File: config.mk
export PLATFORM = sky130hd
export DESIGN_NAME = rot_pos
export DESIGN_NICKNAME = d
export VERILOG_FILES = /design/src/rtl/rot_pkg.sv /design/src/rtl/rot_debounce.sv /design/src/rtl/rot_pos.sv
export SDC_FILE = /design/constraint.sdc
export NUM_CORES = 1
export LEC_CHECK = 0
export CAP_MARGIN = 40
export CORE_MARGIN = 4
export CORE_UTILIZATION = 52
export CTS_BUF_LIST = sky130_fd_sc_hd__clkbuf_8
export DETAILED_ROUTE_END_ITERATION = 8
export GPL_ROUTABILITY_DRIVEN = 0
export PLACE_DENSITY_LB_ADDON = 0.15
export SETUP_SLACK_MARGIN = 0.5
export SLEW_MARGIN = 20
export SYNTH_ARGS = -nofsm -noshare
export SYNTH_HDL_FRONTEND = slang
export SYNTH_HIERARCHICAL = 1
export SYNTH_SLANG_ARGS = --single-unit
File: constraint.sdc
create_clock -name clk_sys -period 1.9 [get_ports clk_sys]
set_input_delay 0.38 -clock clk_sys [delete_from_list [all_inputs] [get_ports clk_sys]]
set_output_delay 0.38 -clock clk_sys [all_outputs]
set_load 0.02 [all_outputs]
File: src/rtl/rot_pkg.sv
// rot_pkg: shared definitions for the front-panel rotary register selector.
// Provides the position encoding seen by the rotary decoder plus the
// wrap/saturate helpers used by the position keeper.
package rot_pkg;

   typedef logic [3:0] rot_pos_t;

   localparam rot_pos_t ROT_POS_R0 = 4'd0;
   localparam rot_pos_t ROT_POS_R1 = 4'd1;
   localparam rot_pos_t ROT_POS_R2 = 4'd2;
   localparam rot_pos_t ROT_POS_R3 = 4'd3;
   localparam rot_pos_t ROT_POS_R4 = 4'd4;
   localparam rot_pos_t ROT_POS_R5 = 4'd5;
   localparam rot_pos_t ROT_POS_R6 = 4'd6;
   localparam rot_pos_t ROT_POS_R7 = 4'd7;
   localparam rot_pos_t ROT_POS_IC = 4'd8;
   localparam rot_pos_t ROT_POS_AC = 4'd9;
   localparam rot_pos_t ROT_POS_AR = 4'd10;
   localparam rot_pos_t ROT_POS_IR = 4'd11;
   localparam rot_pos_t ROT_POS_SR = 4'd12;
   localparam rot_pos_t ROT_POS_RZ = 4'd13;
   localparam rot_pos_t ROT_POS_KB = 4'd14;

   localparam rot_pos_t ROT_POS_MAX = ROT_POS_KB;

   // Next position going "up": KB wraps back to R0. Anything out of range
   // is treated as the top so the counter can never settle on 15.
   function automatic rot_pos_t rot_step_up(input rot_pos_t p);
      rot_pos_t r;
      if (p >= ROT_POS_MAX) r = ROT_POS_R0;
      else                  r = p + 4'd1;
      return r;
   endfunction

   // Next position going "down": R0 wraps to KB.
   function automatic rot_pos_t rot_step_down(input rot_pos_t p);
      rot_pos_t r;
      if (p == ROT_POS_R0 || p > ROT_POS_MAX) r = ROT_POS_MAX;
      else                                    r = p - 4'd1;
      return r;
   endfunction

   // Direct-load value: 15 has no register behind it, clamp to KB.
   function automatic rot_pos_t rot_load_sat(input rot_pos_t v);
      rot_pos_t r;
      if (v > ROT_POS_MAX) r = ROT_POS_MAX;
      else                 r = v;
      return r;
   endfunction

endpackage

File: src/rtl/rot_debounce.sv
// rot_debounce: two-flop synchroniser plus consecutive-sample debouncer for
// one raw panel button. 'level' is the accepted button state, 'rise' is a
// one-cycle pulse registered together with the rising flip of 'level'.
module rot_debounce #(
   parameter logic [15:0] DEBOUNCE_CYCLES = 16'd50000
) (
   input  logic clk_sys,
   input  logic rst_n,
   input  logic btn,
   output logic level,
   output logic rise
);

   logic        sync1_reg;
   logic        sync2_reg;
   logic        level_reg;
   logic        rise_reg;
   logic [15:0] cnt_reg;

   // Synchronise, then count consecutive disagreeing samples; any agreeing
   // sample restarts the count so short glitches never reach 'level'.
   always_ff @(posedge clk_sys) begin
      if (!rst_n) begin
         sync1_reg <= 1'b0;
         sync2_reg <= 1'b0;
         level_reg <= 1'b0;
         rise_reg  <= 1'b0;
         cnt_reg   <= 16'd0;
      end else begin
         sync1_reg <= btn;
         sync2_reg <= sync1_reg;
         rise_reg  <= 1'b0;
         if (sync2_reg == level_reg) begin
            cnt_reg <= 16'd0;
         end else if (cnt_reg == DEBOUNCE_CYCLES - 16'd1) begin
            level_reg <= sync2_reg;
            rise_reg  <= sync2_reg;
            cnt_reg   <= 16'd0;
         end else begin
            cnt_reg <= cnt_reg + 16'd1;
         end
      end
   end

   assign level = level_reg;
   assign rise  = rise_reg;

endmodule

File: src/rtl/rot_pos.sv
// rot_pos: MERA-400 front-panel rotary register-selector position keeper.
// Debounced up/down buttons step the position through R0..R7, IC, AC, AR,
// IR, SR, RZ, KB (0..14, wrapping); set_valid loads a position directly and
// takes priority over any button step.
// Build option: define ROT_POS_AUTOREPEAT_EN to add hold-to-repeat stepping
// (REPEAT_DELAY before the first repeat, REPEAT_PERIOD between repeats).
module rot_pos
   import rot_pkg::*;
#(
   parameter logic [15:0] DEBOUNCE_CYCLES = 16'd50000,
   parameter logic [23:0] REPEAT_DELAY    = 24'd5000000,
   parameter logic [23:0] REPEAT_PERIOD   = 24'd2500000
) (
   input  logic       clk_sys,
   input  logic       rst_n,
   input  logic       btn_up,
   input  logic       btn_down,
   input  logic       set_valid,
   input  logic [3:0] set_pos,
   output logic [3:0] pos,
   output logic       changed
);

   // Index 0 is the "up" button, index 1 the "down" button.
   logic [1:0] btn_vec;
   logic [1:0] level;
   logic [1:0] rise;
   logic [1:0] rep;
   logic [1:0] step_req;

   rot_pos_t   pos_reg;
   rot_pos_t   pos_next;
   logic       changed_reg;
   logic       changed_next;

   assign btn_vec = {btn_down, btn_up};

   genvar gi;
   generate
      for (gi = 0; gi < 2; gi = gi + 1) begin : g_btn
         rot_debounce #(
            .DEBOUNCE_CYCLES (DEBOUNCE_CYCLES)
         ) u_debounce (
            .clk_sys (clk_sys),
            .rst_n   (rst_n),
            .btn     (btn_vec[gi]),
            .level   (level[gi]),
            .rise    (rise[gi])
         );
      end
   endgenerate

`ifdef ROT_POS_AUTOREPEAT_EN
   generate
      for (gi = 0; gi < 2; gi = gi + 1) begin : g_rep
         logic [23:0] rep_cnt_reg;
         logic        rep_period_reg;
         logic        held;
         logic [23:0] rep_limit;

         // Only a lone held button repeats; the opposite button blocks it.
         assign held      = level[gi] & ~level[1 - gi];
         assign rep_limit = rep_period_reg ? REPEAT_PERIOD : REPEAT_DELAY;
         assign rep[gi]   = held & ~rise[gi] & ~set_valid &
                            (rep_cnt_reg == rep_limit - 24'd1);

         // Hold timer: restarts on the press step, release, the other
         // button or a direct load; switches to the period after a repeat.
         always_ff @(posedge clk_sys) begin
            if (!rst_n) begin
               rep_cnt_reg    <= 24'd0;
               rep_period_reg <= 1'b0;
            end else if (!held || set_valid || rise[gi]) begin
               rep_cnt_reg    <= 24'd0;
               rep_period_reg <= 1'b0;
            end else if (rep[gi]) begin
               rep_cnt_reg    <= 24'd0;
               rep_period_reg <= 1'b1;
            end else begin
               rep_cnt_reg    <= rep_cnt_reg + 24'd1;
            end
         end
      end
   endgenerate
`else
   logic unused_repeat_cfg;
   assign unused_repeat_cfg = ^{REPEAT_DELAY, REPEAT_PERIOD};
   assign rep = 2'b00;
`endif

   assign step_req = rise | rep;

   // Next position: load beats steps, and opposing steps cancel out.
   always_comb begin
      pos_next     = pos_reg;
      changed_next = 1'b0;
      if (set_valid) begin
         pos_next     = rot_load_sat(set_pos);
         changed_next = 1'b1;
      end else if (step_req == 2'b01) begin
         pos_next     = rot_step_up(pos_reg);
         changed_next = 1'b1;
      end else if (step_req == 2'b10) begin
         pos_next     = rot_step_down(pos_reg);
         changed_next = 1'b1;
      end
   end

   // Position and change-pulse registers.
   always_ff @(posedge clk_sys) begin
      if (!rst_n) begin
         pos_reg     <= ROT_POS_R0;
         changed_reg <= 1'b0;
      end else begin
         pos_reg     <= pos_next;
         changed_reg <= changed_next;
      end
   end

   assign pos     = pos_reg;
   assign changed = changed_reg;

endmodule
==> results of run 1 <==
layout make-up:
class                   instances  area, sq um
well taps                      50         62.6
repair buffers                 40          368
clock inverters                 2         36.3
inverters                      14         52.6
multi-input cells             175         1590
clock buffers                   6         82.6
flip-flops and latches         45          957
fillers                       249          905
power breakdown:
part | switching, uW | internal (uW) | total, uW
registers | 15.2 | 945 | 960
clock network | 327 | 429 | 756
logic | 84.4 | 89.6 | 174
total | 427 | 1460 | 1890
layer usage:
metal,global-route usage,part of all wire
met1,0.206,0.42
met2,0.283,0.52
met3,0.0410,0.042
met4,0.0765,0.013
met5,0,0
through the flow:
| stage | setup WS (ns) | power [uW] | util |
|---|---|---|---|
| 6_report | 0.413 | 1890 | 0.777 |
| 5_1_grt | 0.375 | 1960 | 0.777 |
| 4_1_cts | 0.359 | 1890 | 0.678 |
| 3_5_place_dp | 0.175 | 1130 | 0.608 |
| 3_3_place_gp | 0.187 | 1130 | 0.608 |
| 2_1_floorplan | 0.499 | 1070 | - |
worst min path at each step:
stage | to | startpoint | cells past startpoint
CTS | g_btn[1].u_debounce/sync2_reg | g_btn[1].u_debounce/sync1_reg | 1
finish | g_btn[1].u_debounce/sync2_reg | g_btn[1].u_debounce/sync1_reg | 1
floorplan | g_btn[0].u_debounce/sync2_reg | g_btn[0].u_debounce/sync1_reg | 1
global placement | g_btn[1].u_debounce/sync2_reg | g_btn[1].u_debounce/sync1_reg | 1
detailed placement | g_btn[1].u_debounce/sync2_reg | g_btn[1].u_debounce/sync1_reg | 1
global route | g_btn[1].u_debounce/cnt_reg[0] | g_btn[1].u_debounce/cnt_reg[0] | 1
cell families after synthesis:
family | synth area share
compound gates | 0.0631
xor+xnor | 0.118
fa+ha+maj | 0.0395
buf+inv | 0.0372
flops | 0.406
mux | 0.00902
simple gates | 0.327
cell usage after synthesis, drive strengths merged (2+ instances only):
cell type	instances	area (sq um)
mux2i	2	20.0
or4	2	18.8
clkbuf	2	7.51
xnor2	24	210
o21ai	4	20.0
nand3	14	90.1
and3	2	12.5
buf	2	22.5
nand4	6	62.6
nor2b	2	12.5
xor2	6	52.6
nor4bb	5	50.1
nor2	36	140
dfxtp	45	901
nand2	13	48.8
and2	4	25.0
nand4b	3	26.3
nor3	12	60.1
inv	14	52.6
nor4	12	138
nor4b	2	17.5
a31oi	4	25.0
ha	7	87.6
what timing repair did:
| action | in CTS | in global routing |
|---|---|---|
| pin swaps | 4 | 20 |
| gates cloned | 1 | 1 |
| endpoints found under the hold margin | 0 | 0 |
| resized for setup | 25 | 80 |
| endpoints found under the setup margin | 42 | 41 |
| setup buffers | 11 | 10 |
==> impl_metrics.py, run 1 <==
metrics = {
    "drt": {
        "antenna_left": 0,
        "viasPerCell": 5.64,
        "wl_per_cell_um": 14.6,
        "remaining_drc_errors": 0,
        "vias": 1871,
        "drt_iter0_drc": 116,
        "routed_wl_um": 4850,
        "first_pass_iters": 5,
    },
    "clock_tree": {
        "cts_max_path_buffers": 2,
        "ctsHoldBuffers": 0,
        "cts_tree": "done",
        "clk_latency_ns": 0.30,
        "cts_buffers": 5,
        "htree_levels": 2,
        "clock_sink_count": 45,
        "path_clk_slew_ns": 0.08,
        "clock-root-buffer": "clkbuf_8",
    },
    "pwr": {
        "peakVddDrop_v": 0.000434,
        "leakage_uw": 0.00109,
        "pwr_density_cell_mw_per_mm2": 599,
    },
    "synthesis": {
        "synth_edf_count": 0,
        "ys_async_sr_fraction": 0,
        "postSynthCellCount": 237,
        "syn_nets": 253,
        "synth_seq_cells": 45,
        "ys_seq_area_frac": 0.406,
        "synthesis.area_sq_mm": 0.00222,
        "synth_ff_type": "dfxtp_1",
        "synth_area_per_cell_sq_um": 9.37,
        "ys_warn_count": 6,
        "synth.distinct_cells": 43,
    },
    "finish": {
        "drive_above_1_share": 0.440,
        "fin_nets": 297,
        "mostFrequentLayoutCells": "xnor2_1 (23), buf_4 (23), nor2_1 (20), dfxtp_1 (20), dfxtp_2 (15)",
        "largest_register_ffs": 32,
        "diodes": 0,
        "fin_area_sq_mm": 0.00315,
        "syn2layout_area_growth_pct": 42.1,
        "layoutNonFillerInstCount": 332,
    },
    "floorplan": {
        "start_util": 0.547,
        "die_w_um": 73.3,
        "die_h_um": 73.3,
        "num_io_pins": 14,
        "die_area_sq_mm": 0.00538,
        "core.rowCount": 23,
        "core_area_sq_mm": 0.00406,
    },
    "sta": {
        "skew_ns": 0.00295,
        "rsz0062_at_grt": "yes",
        "fmax_mhz": 673,
        "fin_setup_tns_ns": 0,
        "period_minus_slack_ns": 1.49,
        "fin_crit_sh": 0.782,
        "hold_viol_final": 0,
        "setup_viol": 0,
        "relSlewSlack": 0.642,
        "tightest_slew_ns": 0.535,
        "timing_max_transition_violations_final": 0,
        "whs_ns": 0.437,
    },
    "critical_path": {
        "worst_setup_path_start_kind": "flip-flop",
        "required_ns": 2.12,
        "path_class": "reg2reg",
        "r2r_slack_ns": 0.41,
        "reg2reg_to": "pos[3]",
        "path_depth": 5,
        "rr_worst_depth": 5,
        "crit_fanout": 8,
        "cp_slowest_cell": "or4b_4",
        "max_stage_delay_ns": 0.46,
        "r2r-start": "pos[1]",
        "crit_chain": "inv_2 -> ha_4 -> or4b_4 -> o211a_4 -> a211oi_2",
        "cp-end-kind": "flip-flop",
        "crit_family": "simple AND/OR/NAND/NOR gates",
        "startpoint": "pos[1]",
        "critPathCapture": "pos[3]",
        "crit_buf_inv": 1,
        "worstPathArrival_ns": 1.71,
    },
    "grt": {
        "grt_pass1_wl_um": 7240,
        "overflow": 0,
        "grt_start_max_net_pins": 16,
        "antenna_found_initial": 0,
        "grt_usage": 0.170,
        "first_global_vias": 1710,
    },
    "placement": {
        "placedInstanceArea_sq_mm": 0.00247,
        "dp.cells": 301,
        "hpwl_um": 2630,
        "port-buffer-count": 13,
    },
    "min_path": {
        "min_path_type": "reg2reg",
    },
    "flow_run": {
        "maxCapViolCount": 0,
    },
    "outcome": {
        "status": "complete, no violations",
    },
}
Note: power is estimated with default switching activity, not from simulation.
==> run 2, diff against run 1 <==
==> constraint.sdc (replaced) <==
create_clock -name clk_sys -period 1.35 [get_ports clk_sys]
set_input_delay 0.27 -clock clk_sys [delete_from_list [all_inputs] [get_ports clk_sys]]
set_output_delay 0.27 -clock clk_sys [all_outputs]
set_load 0.02 [all_outputs]
==> run 2 against run 1 <==
- die area unchanged
- clock skew up 0.0082 ns
- total power up 36%
- non-clock buffer count up 43
- largest power group unchanged
- sequential share of layout area down 4.9 points
- largest cell class unchanged
- maximum frequency down 3.3%
- clock power up 16%
- global-route usage up 6.8 points
- count of clock-buffer cells in the layout unchanged
- the flow now finishes with violations (setup timing)
==> impl_metrics.py, run 2 (synthesis gave the netlist of run 1 again) <==
metrics = {
    "outcome": {
        "status": "complete, but fails checks",
        "violations": "setup timing",
    },
    "grt": {
        "grt_start_max_net_pins": 19,
        "grt_usage": 0.237,
        "first_global_vias": 2105,
        "antenna_found_initial": 0,
        "grt_pass1_wl_um": 9880,
        "overflow": 0,
    },
    "critical_path": {
        "crit_fanout": 7,
        "cp-end-kind": "flip-flop",
        "rr_worst_depth": 5,
        "path_class": "reg2reg",
        "required_ns": 1.57,
        "worst_setup_path_start_kind": "flip-flop",
        "worstPathArrival_ns": 1.76,
    },
    "clock_tree": {
        "path_clk_slew_ns": 0.09,
        "clk_latency_ns": 0.30,
        "cts_max_path_buffers": 2,
        "clock-root-buffer": "clkbuf_8",
        "cts_buffers": 5,
        "cts_tree": "done",
        "clock_sink_count": 45,
        "htree_levels": 2,
    },
    "sta": {
        "tightest_slew_ns": 0.443,
        "fmax_mhz": 650,
        "skew_ns": 0.0112,
        "rsz0062_at_grt": "yes",
        "period_minus_slack_ns": 1.54,
        "timing_max_transition_violations_final": 0,
        "fin_setup_tns_ns": -3.55,
        "hold_viol_final": 0,
        "relSlewSlack": 0.702,
        "setup_viol": 38,
        "setup_slack_ns": -0.188,
        "fin_crit_sh": 1.14,
    },
    "placement": {
        "hpwl_um": 3440,
        "dp.cells": 339,
        "port-buffer-count": 13,
        "preCtsSetupSlack_ns": -0.286,
    },
    "finish": {
        "fin_util": 0.924,
        "ff_latch_area_sq_um": 952,
        "fin_nets": 339,
        "drive_above_1_share": 0.599,
        "mostFrequentLayoutCells": "buf_4 (52), dfxtp_2 (20), dfxtp_1 (18), xnor2_1 (17)",
        "fillCellCount": 138,
        "diodes": 0,
        "multiInputGateArea_sq_mm": 0.00179,
        "layoutNonFillerInstCount": 374,
        "syn2layout_area_growth_pct": 68.8,
        "mostFrequentLayoutCell": "buf_4",
        "largest_register_ffs": 32,
    },
    "floorplan": {
        "core.rowCount": 23,
        "die_w_um": 73.3,
        "start_util": 0.547,
        "num_io_pins": 14,
        "core_area_sq_mm": 0.00406,
        "die_area_sq_mm": 0.00538,
        "die_h_um": 73.3,
    },
    "pwr": {
        "pwr_density_cell_mw_per_mm2": 685,
        "leakage_uw": 0.00147,
        "power.total_uw": 2570,
        "peakVddDrop_v": 0.000484,
    },
    "drt": {
        "viasPerCell": 6.13,
        "remaining_drc_errors": 0,
        "drt_iter0_drc": 156,
        "vias": 2293,
        "antenna_left": 0,
        "first_pass_iters": 5,
        "routed_wl_um": 7980,
        "wl_per_cell_um": 21.3,
    },
    "min_path": {
        "worstHoldPathCells": 3,
        "min_path_type": "in2reg",
    },
    "flow_run": {
        "maxCapViolCount": 0,
    },
}
## run 2: routing by layer
layer | global-route usage | part of all wire | vias to the layer above
met4 | 0.0724 | 0.047 | 0
met3 | 0.0520 | 0.048 | 42
met1 | 0.277 | 0.39 | 1116
li1 | - | - | 1011
met2 | 0.430 | 0.51 | 124
met5 | 0 | 0 | -
## run 2: critical path, cell delays in order, from the launching register on
cell      delay (ns)
dfxtp_2         0.35
inv_2           0.05
ha_4            0.18
or4_4           0.43
a32o_1          0.23
a211oi_2        0.22
## run 2: cell type report
type,count,share of cell area
Clock inverter,2,0.00234
Multi-Input combinational cell,174,0.478
Tap cell,50,0.0167
Clock buffer,6,0.0220
Sequential cell,45,0.254
Timing Repair Buffer,83,0.212
Inverter,14,0.0140
## run 2: path summary, 6_finish.rpt
path,slack [ns],endpoint,startpoint
worst min register to register,0.46,g_btn[1].u_debounce/sync2_reg,g_btn[1].u_debounce/sync1_reg
worst max register to register,-0.19,pos[3],g_btn[1].u_debounce/rise
worst min-delay path,0.42,g_btn[0].u_debounce/sync1_reg,rst_n
worst max-delay path,-0.19,pos[3],g_btn[1].u_debounce/rise
## run 2: what timing repair did
action,in CTS,in global routing
setup endpoints to repair,46,46
hold endpoints to repair,0,0
gates resized for setup,83,55
gates cloned,1,1
pin swaps,34,16
setup buffers,14,11
hold buffers,0,0
## run 2: where the power goes
group	switching, uW	internal, uW
clock network	469	407
logic	159	169
registers	29.5	1340
## run 2: stage by stage
step	hold WS (ns)	instance area (sq um)
after floorplan	0.392	2370
after global placement	0.415	2890
after detailed placement	0.422	2890
after CTS	0.442	3380
after global routing	0.429	3750
final	0.418	3750
==> run 3, diff against run 2 <==
--- a/config.mk
+++ b/config.mk
@@ -12,6 +12,7 @@
 export DETAILED_ROUTE_END_ITERATION = 8
 export GPL_ROUTABILITY_DRIVEN = 0
 export PLACE_DENSITY_LB_ADDON = 0.15
+export RECOVER_POWER = 25
 export SETUP_SLACK_MARGIN = 0.5
 export SLEW_MARGIN = 20
 export SYNTH_ARGS = -nofsm -noshare
==> run 3 against run 2 <==
- the flow still finishes with violations (setup timing)
- core utilization stayed put
- final cell count stayed put
- critical path type unchanged
- worst hold slack about the same
- critical path depth stayed put
- count of clock-buffer cells in the layout is the same
- final area did not move
- sequential share of layout area did not move
- register-to-register slack about the same
- global-route usage is the same
- wire length decreased by 0.10%
- clock skew hardly changed
==> impl_metrics.py, run 3 (synthesis gave the netlist of run 1 again) <==
metrics = {
    "drt": {
        "remaining_drc_errors": 0,
        "vias": 2293,
        "wl_per_cell_um": 21.3,
        "antenna_left": 0,
        "routed_wl_um": 7980,
        "viasPerCell": 6.13,
        "first_pass_iters": 5,
        "drt_iter0_drc": 156,
    },
    "placement": {
        "port-buffer-count": 13,
        "hpwl_um": 3440,
        "dp.cells": 339,
    },
    "grt": {
        "met1_usage": 0.277,
        "overflow": 0,
        "use_met2": 0.430,
        "grt_usage": 0.237,
        "antenna_found_initial": 0,
        "grt_start_max_net_pins": 19,
        "use_met3": 0.0520,
        "grt-busiest-layer": "met2",
        "first_global_vias": 2105,
        "grt_pass1_wl_um": 9880,
    },
    "clock_tree": {
        "htree_levels": 2,
        "clock_sink_count": 45,
        "cts_buffers": 5,
        "cts_tree": "done",
        "path_clk_slew_ns": 0.09,
        "ctsHoldBuffers": 0,
        "clock-root-buffer": "clkbuf_8",
        "cts_max_path_buffers": 2,
        "clk_latency_ns": 0.30,
    },
    "sta": {
        "hold_viol_final": 0,
        "period_minus_slack_ns": 1.54,
        "relSlewSlack": 0.702,
        "rsz0062_at_grt": "yes",
        "fin_crit_sh": 1.14,
        "whs_ns": 0.418,
        "setup_slack_ns": -0.188,
        "tightest_slew_ns": 0.443,
        "skew_ns": 0.0112,
        "fmax_mhz": 650,
        "setup_viol": 38,
        "timing_max_transition_violations_final": 0,
    },
    "floorplan": {
        "start_util": 0.547,
        "die_w_um": 73.3,
        "core_area_sq_mm": 0.00406,
        "core.rowCount": 23,
        "die_area_sq_mm": 0.00538,
        "num_io_pins": 14,
        "die_h_um": 73.3,
    },
    "outcome": {
        "status": "complete, but fails checks",
        "violations": "setup timing",
    },
    "critical_path": {
        "rr_worst_depth": 5,
        "r2r_slack_ns": -0.19,
        "path_class": "reg2reg",
        "startpoint": "g_btn[1].u_debounce/rise",
        "worst_setup_path_start_kind": "flip-flop",
        "crit_fanout": 7,
        "reg2reg_to": "pos[3]",
        "cp-end-kind": "flip-flop",
        "required_ns": 1.57,
        "critPathCapture": "pos[3]",
        "r2r-start": "g_btn[1].u_debounce/rise",
        "worstPathArrival_ns": 1.76,
    },
    "finish": {
        "drive_above_1_share": 0.599,
        "mostFrequentLayoutCell": "buf_4",
        "mostFrequentLayoutCells": "buf_4 (52), dfxtp_2 (20), dfxtp_1 (18), xnor2_1 (17)",
        "layoutNonFillerInstCount": 374,
        "diodes": 0,
        "fillCellCount": 138,
        "fin_util": 0.924,
        "fin_nets": 339,
        "largest_register_ffs": 32,
        "syn2layout_area_growth_pct": 68.8,
    },
    "min_path": {
        "min_path_type": "in2reg",
        "worstHoldPathCells": 3,
    },
    "pwr": {
        "pwr_density_cell_mw_per_mm2": 685,
        "peakVddDrop_v": 0.000483,
        "leakage_uw": 0.00147,
    },
    "flow_run": {
        "maxCapViolCount": 0,
    },
}
==> run 3: cell count changes in the layout (fill, tap and decap cells not counted), sizes merged <==
cell,before,now
dlygate4sd3,0,1
clkdlybuf4s50,6,5
==> run 3: worst max-delay path: stages (launching register included) <==
cell,delay (ns)
dfxtp_2,0.35
inv_2,0.05
ha_4,0.18
or4_4,0.43
a32o_1,0.23
a211oi_2,0.22
==> run 3: how the worst min path moves through the flow <==
stage | startpoint | endpoint | slack, ns
5_1_grt | rst_n | g_btn[0].u_debounce/sync1_reg | 0.43
3_3_place_gp | g_btn[0].u_debounce/sync1_reg | g_btn[0].u_debounce/sync2_reg | 0.42
2_1_floorplan | rst_n | g_btn[0].u_debounce/sync1_reg | 0.39
3_5_place_dp | g_btn[0].u_debounce/sync1_reg | g_btn[0].u_debounce/sync2_reg | 0.42
4_1_cts | g_btn[0].u_debounce/sync1_reg | g_btn[0].u_debounce/sync2_reg | 0.44
6_report | rst_n | g_btn[0].u_debounce/sync1_reg | 0.42
==> run 3: cell type report <==
cell class              count  area [sq um]  share of cell area
clock buffers               6          82.6              0.0220
clock inverters             2          8.76             0.00234
inverters                  14          52.6              0.0140
multi-input cells         174          1790               0.478
flip-flops and latches     45           952               0.254
well taps                  50          62.6              0.0167
repair buffers             83           796               0.212
==> run 3: metrics by stage <==
step           total power (uW)  instance area, sq um  setup WS, ns  setup TNS, ns
2_1_floorplan              1510                  2370       -0.0503        -0.0990
3_5_place_dp               1630                  2890        -0.286          -1.66
4_1_cts                    2500                  3380        -0.105         -0.434
6_report                   2570                  3750        -0.188          -3.56
5_1_grt                    2650                  3750        -0.252          -5.41
3_3_place_gp               1630                  2890        -0.271         -0.743
==> run 3: repair_timing <==
| item | CTS | global route |
|---|---|---|
| endpoints found under the hold margin | 0 | 0 |
| cloned | 1 | 1 |
| resized for setup | 83 | 55 |
| endpoints found under the setup margin | 46 | 46 |
| setup buffers | 14 | 11 |
| pin swaps | 34 | 16 |
==> run 3: per-layer routing <==
metal / vias to the layer above / routed length [um] / share of wire
met5: - / 0 / 0
met4: 0 / 379 / 0.048
met3: 42 / 380 / 0.048
met2: 125 / 4110 / 0.51
met1: 1115 / 3110 / 0.39
li1: 1011 / - / -
==> run 3: where the power goes <==
group / internal, uW / switching, uW
clock: 407 / 469
sequential: 1340 / 29.5
combinational: 168 / 159
total: 1910 / 657
